**config.mk**
```make
export PLATFORM = sky130hd
export DESIGN_NAME = retry_rewind_start
export DESIGN_NICKNAME = d
export VERILOG_FILES = /design/src/rtl/retry_rewind_start.sv
export SDC_FILE = /design/constraint.sdc
export NUM_CORES = 1
export LEC_CHECK = 0
export CORE_MARGIN = 1
export CORE_UTILIZATION = 35
export DETAILED_ROUTE_END_ITERATION = 10
export PLACE_DENSITY = 0.48
export SYNTH_ARGS = -nofsm -noshare
export SYNTH_HDL_FRONTEND = slang
export SYNTH_SLANG_ARGS = --single-unit
```
**constraint.sdc**
```tcl
create_clock -name clk -period 8.1 [get_ports clk]
set_clock_uncertainty 0.1 [all_clocks]
set_input_delay 1.62 -clock clk [delete_from_list [all_inputs] [get_ports clk]]
set_output_delay 1.62 -clock clk [all_outputs]
set_load 0.05 [all_outputs]
```
**src/rtl/retry_rewind_start.sv**
```systemverilog
// Go-back-N retry stage: tags accepted items with wrapping IDs, holds them in a circular
// replay buffer until committed, and rewinds the send pointer on a retry request.
module retry_rewind_start #(
    parameter type         DataType = logic [7:0],
    parameter int unsigned IDSize   = 4
) (
    input  logic              clk,
    input  logic              rst_n,
    input  DataType           data_i,
    input  logic              valid_i,
    output logic              ready_o,
    output DataType           data_o,
    output logic [IDSize-1:0] id_o,
    output logic              valid_o,
    input  logic              ready_i,
    input  logic [IDSize-1:0] retry_id_i,
    input  logic              retry_valid_i,
    output logic              retry_ready_o,
    input  logic [IDSize-1:0] commit_id_i,
    input  logic              commit_valid_i,
    output logic [IDSize:0]   count_o,
    output logic              err_o
);

    localparam int unsigned Depth = 1 << IDSize;

    typedef logic [IDSize:0]   ptr_t;
    typedef logic [IDSize-1:0] id_t;

    // Pointers carry an extra wrap bit so full (wr-cm == Depth) and empty (wr == cm) differ.
    ptr_t    wr_q, wr_d;
    ptr_t    rd_q, rd_d;
    ptr_t    cm_q, cm_d;
    logic    err_q, err_d;
    DataType mem_q [Depth];

    ptr_t occupancy;
    ptr_t in_flight;
    id_t  retry_dist;
    logic accept;
    logic send;
    logic commit_ok;
    logic retry_ok;

    always_comb begin
        occupancy  = wr_q - cm_q;
        in_flight  = rd_q - cm_q;
        retry_dist = retry_id_i - cm_q[IDSize-1:0];

        accept = valid_i & ready_o;
        send   = valid_o & ready_i;

        commit_ok = commit_valid_i && (cm_q != rd_q) && (commit_id_i == cm_q[IDSize-1:0]);
        // Window check uses the pre-commit cm; naming the entry retiring this cycle is illegal.
        retry_ok  = retry_valid_i && ({1'b0, retry_dist} < in_flight)
                    && !(commit_ok && (retry_dist == '0));
    end

    always_comb begin
        ready_o       = occupancy != ptr_t'(Depth);
        valid_o       = rd_q != wr_q;
        data_o        = mem_q[rd_q[IDSize-1:0]];
        id_o          = rd_q[IDSize-1:0];
        count_o       = occupancy;
        retry_ready_o = 1'b1;
        err_o         = err_q;
    end

    always_comb begin
        wr_d  = wr_q;
        rd_d  = rd_q;
        cm_d  = cm_q;
        err_d = err_q;

        if (accept) begin
            wr_d = wr_q + ptr_t'(1);
        end

        // A legal retry wins over a same-cycle handshake; that item is simply resent.
        if (retry_ok) begin
            rd_d = cm_q + ptr_t'(retry_dist);
        end else if (send) begin
            rd_d = rd_q + ptr_t'(1);
        end

        if (commit_ok) begin
            cm_d = cm_q + ptr_t'(1);
        end

        if ((commit_valid_i && !commit_ok) || (retry_valid_i && !retry_ok)) begin
            err_d = 1'b1;
        end
    end

    always_ff @(posedge clk or posedge rst_n) begin
        if (rst_n) begin
            wr_q  <= '0;
            rd_q  <= '0;
            cm_q  <= '0;
            err_q <= 1'b0;
        end else begin
            wr_q  <= wr_d;
            rd_q  <= rd_d;
            cm_q  <= cm_d;
            err_q <= err_d;
        end
    end

    always_ff @(posedge clk or posedge rst_n) begin
        if (rst_n) begin
            for (int i = 0; i < Depth; i++) begin
                mem_q[i] <= '0;
            end
        end else if (accept) begin
            mem_q[wr_q[IDSize-1:0]] <= data_i;
        end
    end

endmodule

```
# Yosys cells after proc, flatten, opt, wreduce, memory -nomap -nowiden
# Cells that the tools add are included.
# totals
output_inout_bits	21
regBits	144
in_bits	22
# op_classes
n_mux	8
n_addsub	7
reduce_logical	14
n_bitwise	4
eq_ne	4
magnitude_cmp	4
# ops
cell	n
$bwmux W128	1
$bmux W8 S4	1
$demux W8 S4	1
$mux W8	3
$add A5 B1 Y5 const B	3
$ge A5 B5 Y1 const B	2
$mux W5	2
$ne A5 B5 Y1	2
$not A4 Y5	2
$sub A5 B5 Y5	2
$logic_and A1 B1 Y1	8
$add A5 B4 Y5	1
$lt A4 B5 Y1	1
$lt A5 B1 Y1 const B	1
$ne A5 B5 Y1 const B	1
$eq A4 B4 Y1	1
$logic_not A4 Y1	1
$sub A4 B4 Y4	1
$logic_not A1 Y1	3
$and A1 B1 Y1	2
$reduce_bool A2 Y1	1
$logic_or A1 B1 Y1	1

# Depth between registers and ports, before layout
# Gate-level depths: netlist of run 1.
# logic_depth
ltp_word	9
ltp_mapped	13

# Least setup slack after synthesis of run 1
# Ideal clock, no wire load.
# synth_timing
path_kind	register -> output
startpoint	reg wr_q[0]
endpoint	out ready_o
arrival_ps	2643
path_slack_ps	3737
n_path_buf	2
required_time_ps	6380
path_stages_with_launch	12
cell_sequence	dfrtp_1 > inv_1 > ha_1 > fa_1 > nor2b_1 > o21ai_0 > nand2b_1 > xor2_1 > buf_4 > buf_6 > inv_1 > nand2b_1
# synth_between
elab_chain_cells	2
# synth_lines
element	line_no	rtl
from (decl)	31	ptr_t wr_q, wr_d;
from (signal assigned)	102	wr_q <= wr_d;
$sub A5 B5 Y5	46	occupancy = wr_q - cm_q;
named net count_o[4]	21	output logic [IDSize:0] count_o,
$ne A5 B5 Y1	60	ready_o = occupancy != ptr_t'(Depth);
to (decl)	11	output logic ready_o,
# The timed path passes the listed nets, and every way through them passes these cells.

# Final worst setup path of run 1
# layout_timing
startpoint	reg cm_q[1]
endpoint	out ready_o
# layout_between
elab_chain_cells	2
# layout_lines
element	line_no	rtl
from (decl)	33	ptr_t cm_q, cm_d;
from (signal assigned)	104	cm_q <= cm_d;
$sub A5 B5 Y5	46	
$ne A5 B5 Y1	60	
# No other way between the ends.

==> results.toml, run 1 <==
[clock_tree]
cts.sinks = 144
post_cts.repair.setup_buffers = 0
clk-insertion-delay-late_ns = 0.42
cts_buffers = 17
cts_resized = 0
hold_buffers = 0
htreeDepth = 4
clk_pin_slew_worst_paths_ns = 0.06
cts_root_buf = "clkbuf_16"
cts_tree = "yes"
cts_buffer_depth = 2

[detailed_routing]
drt_drc_violations_left = 0
routedWlPerCell_microns = 22.0
wl_microns = 18500
ant_nets = 0
vias = 4406
via_per_inst = 5.23
drt_iter0_markers = 130
dr.pass1.iters = 4

[synthesis]
postSynthCellCount = 521
synth_top_cell_by_area = "dfrtp_1"
yosys.area.top_type_share = 0.474
synthFlopType = "dfrtp_1"
async_flop_share = 1.00
synth_area_leaders = "dfrtp_1, mux2_2, mux4_2"
syn-num-nets = 568
synth-edff-count = 0
synthesis.area_sq_um = 7600
seq_area_frac_synth = 0.474
syn_avg_cell_area_sq_um = 14.6
yosys_warnings = 0
ys_types = 47
ys_ff_latch = 144

[timing]
finalSetupViolCount = 0
setup_ws_ns = 2.82
fmaxAchievable_mhz = 190
hold_viol_final = 0
rsz0062_at_grt = "no"
setup_tns_ns = 0
drv_slew = 0
relSlewSlack = 0.389
fin_crit_sh = 0.651
tightestPinTransition_ns = 0.917
final.min_clock_period_ns = 5.28

[setup_path]
crit_type = "reg -> out"
crit_end = "ready_o"
critPathMaxFanout = 20
r2r_start = "rd_q[0]"
r2r_slack_ns = 4.28
path_cells = "inv_1 > ha_1 > nor2b_1 > o21ai_0 > a21boi_0 > o2111ai_2 > buf_4 > nand2b_1 > clkdlybuf4s50_1"
timing.critical_path.slowest_stage_cell = "clkdlybuf4s50_1"
cpPeakStageDelay_ns = 0.79
cp.required_ns = 6.38
start_kind = "flip-flop"
rr_endpoint = "rd_q[1]"
crit_start = "cm_q[1]"
crit_family = "buffers and inverters"
ff2ff_path_depth = 12
critPathCaptureType = "output pin"
crit_buf_inv = 3
worst-path-stages = 9
worst_ep_arrival_time_ns = 3.56

[finish]
nets = 601
n_antenna_cell = 0
syn2layout_area_growth_pct = 15.9
post-route-util = 0.416
drive_above_1_share = 0.407
final-instance-count-excl-fill = 842

[placed_design]
place_congestion = 0.782
io_buffer_count = 41
place_ws_ns = 3.25
hpwl_microns = 11800
dpl.cell_count = 810

[floorplanning]
rows = 53
dieArea_sq_um = 22300
die_y_microns = 149
initial_utilization = 0.359
coreArea_sq_um = 21200
ios = 43
die_w_microns = 149

[run_status]
outcome = "complete, no violations"

[global_route]
grt_max_degree = 78
grt_pass1_vias = 4737
globalRouteOverflowTotal = 0
antenna_found_initial = 0
grt_pass1_wl_microns = 29200
grt_usage = 0.181

[worst_hold_path]
min_path_type = "reg -> reg"

[job]
cap_violations = 0
==> metrics by stage <==
step           area, sq um  hold WS [ns]
3_3_place_gp          8240         0.380
6_report              8810         0.389
3_5_place_dp          8240         0.381
2_1_floorplan         7600         0.374
5_1_grt               8810         0.410
4_1_cts               8810         0.396
==> how the worst min path moves through the flow <==
stage	start	end	slack, ns	depth (start not counted)
2_1_floorplan	mem_q[40]	mem_q[40]	0.37	1
3_3_place_gp	err_o	err_o	0.38	2
3_5_place_dp	err_o	err_o	0.38	2
4_1_cts	err_o	err_o	0.40	2
5_1_grt	mem_q[32]	mem_q[32]	0.41	1
6_report	err_o	err_o	0.39	2
==> flip-flops by register name, summed over array words and instances (netlist names) <==
signal  count
cm_q        5
wr_q        5
err_o       1
mem_q     128
rd_q        5
==> synth_stat cells (2+ instances only) <==
cell type	count
mux2_2	130
mux2i_1	4
nand3b_1	2
fa_1	4
nor2b_1	3
o2111ai_2	4
nand2_1	11
buf_1	2
a21oi_1	8
a21o_1	3
ha_1	21
xnor2_1	14
o21ai_4	6
mux4_2	40
clkbuf_1	14
buf_4	7
o2111a_1	4
dfrtp_1	144
xor2_1	17
nor2_1	11
o21ai_1	2
o21ai_2	2
o21ai_0	5
buf_6	2
nand4_1	4
inv_1	25
nand2b_1	5
buf_2	8
==> logic make-up after synthesis <==
family,Yosys count,synth area share
mux,175,0.319
flops,144,0.474
buf+inv,58,0.0354
simple gates,44,0.0341
compound gates,41,0.0529
xor+xnor,32,0.0379
fa+ha+maj,26,0.0464
other cells,1,0.000494
==> placed cells by master (no fill, tap or decap), drive strengths merged, types with 14 or more instances in the layout <==
cell | netlist | routed
ha | 21 | 21
mux2 | 131 | 131
clkdlybuf4s50 | 0 | 41
xor2 | 18 | 18
o21ai | 15 | 15
clkbuf | 14 | 19
xnor2 | 14 | 14
dfrtp | 144 | 144
mux4 | 40 | 40
inv | 25 | 30
==> layer usage <==
metal  part of all wire  track usage  up-vias
met5                  0            0        -
met3              0.028       0.0358       15
met2               0.50        0.297       64
li1                   -            -     1979
met4              0.011       0.0439        0
met1               0.46        0.246     2348
==> worst register-to-register path: stages (launching register included) <==
cell and delay, ns:
dfrtp_2 0.69, buf_4 0.54, inv_1 0.11, ha_1 0.22
inv_1 0.06, fa_1 0.41, inv_1 0.07, ha_1 0.22
a21oi_1 0.18, maj3_1 0.21, o21ai_1 0.09, a221oi_4 0.47
mux2_4 0.34
==> final cells by class <==
class	count	area, sq um
fill	1933	12300
multi-input combinational	319	3740
sequential	144	3610
timing repair buffer	47	455
clock buffer	19	433
tap	275	344
clock inverter	13	130
inverter	25	98.8
Power of run 1 is left out: the tool's default activity adds up to more than one toggle a clock period on the data nets, which glitch-free logic cannot reach.
==> run 2, diff against run 1 <==
Settings changed: PLACE_DENSITY 0.48 to 0.5.
Clock period 8.1 ns to 4.2 ns, I/O delays scaled along.
==> run 2 against run 1 <==
Net effect:
- die area unchanged
- global-route usage hardly changed
- critical path type unchanged
- first-iteration DRC count rose by 78%
- largest cell class unchanged
==> results.toml, run 2 (same netlist as run 1, synthesis figures left out) <==
[run_status]
outcome = "complete, no violations"

[global_route]
antenna_found_initial = 0
grt_pass1_wl_microns = 29100
globalRouteOverflowTotal = 0
grt_pass1_vias = 4863
grt_usage = 0.181
grt_max_degree = 46

[timing]
final.min_clock_period_ns = 4.00
hold_viol_final = 0
rsz0062_at_grt = "no"
drv_slew = 0
fmaxAchievable_mhz = 250
fin_crit_sh = 0.952
setup_tns_ns = 0
tightestPinTransition_ns = 1.01
finalSetupViolCount = 0
relSlewSlack = 0.328

[finish]
largest_reg_flops = 128
syn2layout_area_growth_pct = 18.1
drive_above_1_share = 0.431
finalInstanceArea_sq_um = 8970
final_cell_mix = "dfrtp_1, mux2_2, mux4_2, clkdlybuf4s50_1, inv_1"
layout_commonest_cell = "dfrtp_1"
top_register = "mem_q"
nets = 619
n_antenna_cell = 0
final.fill_count = 1942

[clock_tree]
cts_buffers = 17
clk-insertion-delay-late_ns = 0.42
cts_tree = "yes"
htreeDepth = 4
cts_root_buf = "clkbuf_16"
cts_buffer_depth = 2
clk_pin_slew_worst_paths_ns = 0.06
cts_resized = 0
post_cts.repair.setup_buffers = 0
cts.sinks = 144
hold_buffers = 0

[floorplanning]
coreArea_sq_um = 21200
ios = 43
dieArea_sq_um = 22300
die_w_microns = 149
initial_utilization = 0.359
rows = 53
die_y_microns = 149

[setup_path]
timing.critical_path.slowest_stage_cell = "clkdlybuf4s50_1"
ff2ff_path_depth = 9
r2r_slack_ns = 0.76
crit_type = "reg -> out"
cp.required_ns = 3.26
crit_start = "rd_q[0]"
start_kind = "flip-flop"
critPathMaxFanout = 34
critPathCaptureType = "output pin"
worst_ep_arrival_time_ns = 3.06
rr_endpoint = "mem_q[82]"
r2r_start = "cm_q[1]"
cpPeakStageDelay_ns = 0.73
crit_end = "data_o[5]"
cp_common_cell = "mux4_2"
path_cells = "buf_12 > mux4_2 > mux4_2 > clkdlybuf4s50_1"

[placed_design]
placed_area_sq_um = 8400
place_congestion = 0.736
hpwl_microns = 12400
io_buffer_count = 41

[detailed_routing]
drt_drc_violations_left = 0
wl_microns = 18300
dr.pass1.iters = 4
via_per_inst = 5.17
routedWlPerCell_microns = 21.3
routed.top_layer = "met4"
wl_met3_microns = 542
dr_wl_met2_microns = 9040
wirelength_met1_microns = 8510
ant_nets = 0
vias = 4447
drt_iter0_markers = 232

[worst_hold_path]
min_path_type = "reg -> reg"

[job]
cap_violations = 0
[run 2: worst max-delay path, delay by kind of cell (launching register included)]
| family | cells | cell delay [ns] |
|---|---|---|
| flops | 1 | 0.48 |
| mux | 2 | 1.08 |
| buf+inv | 2 | 1.05 |
[run 2: worst min-delay path by stage]
stage / start / end / cells after the start
floorplan: mem_q[40] / mem_q[40] / 1
global placement: err_o / err_o / 2
detailed placement: err_o / err_o / 2
CTS: err_o / err_o / 2
global route: mem_q[33] / mem_q[33] / 1
finish: err_o / err_o / 2
[run 2: metrics by stage]
stage / hold slack [ns] / cells / utilization / worst slack, ns
6_report: 0.390 / 860 / 0.424 / 0.202
5_1_grt: 0.420 / 860 / 0.424 / 0.0802
4_1_cts: 0.395 / 860 / 0.424 / 0.144
3_5_place_dp: 0.382 / 828 / 0.397 / 0.365
3_3_place_gp: 0.380 / 828 / 0.397 / 0.407
2_1_floorplan: 0.374 / 521 / - / 0.617
[run 2: area by class of cell]
class                      instances  area [sq um]  share of cell area
clock buffer                      17           425              0.0474
tap                              275           344              0.0384
timing repair buffer              65           613              0.0683
inverter                          25          97.6              0.0109
multi-input combinational        319          3740               0.417
sequential                       144          3610               0.402
clock inverter                    15           145              0.0162
[run 2: routing by layer]
metal / global-route usage / up-vias
met5: 0 / -
met4: 0.0546 / 0
met3: 0.0376 / 18
met2: 0.296 / 85
met1: 0.241 / 2326
li1: - / 2018
Power of run 2 is left out for the same reason.
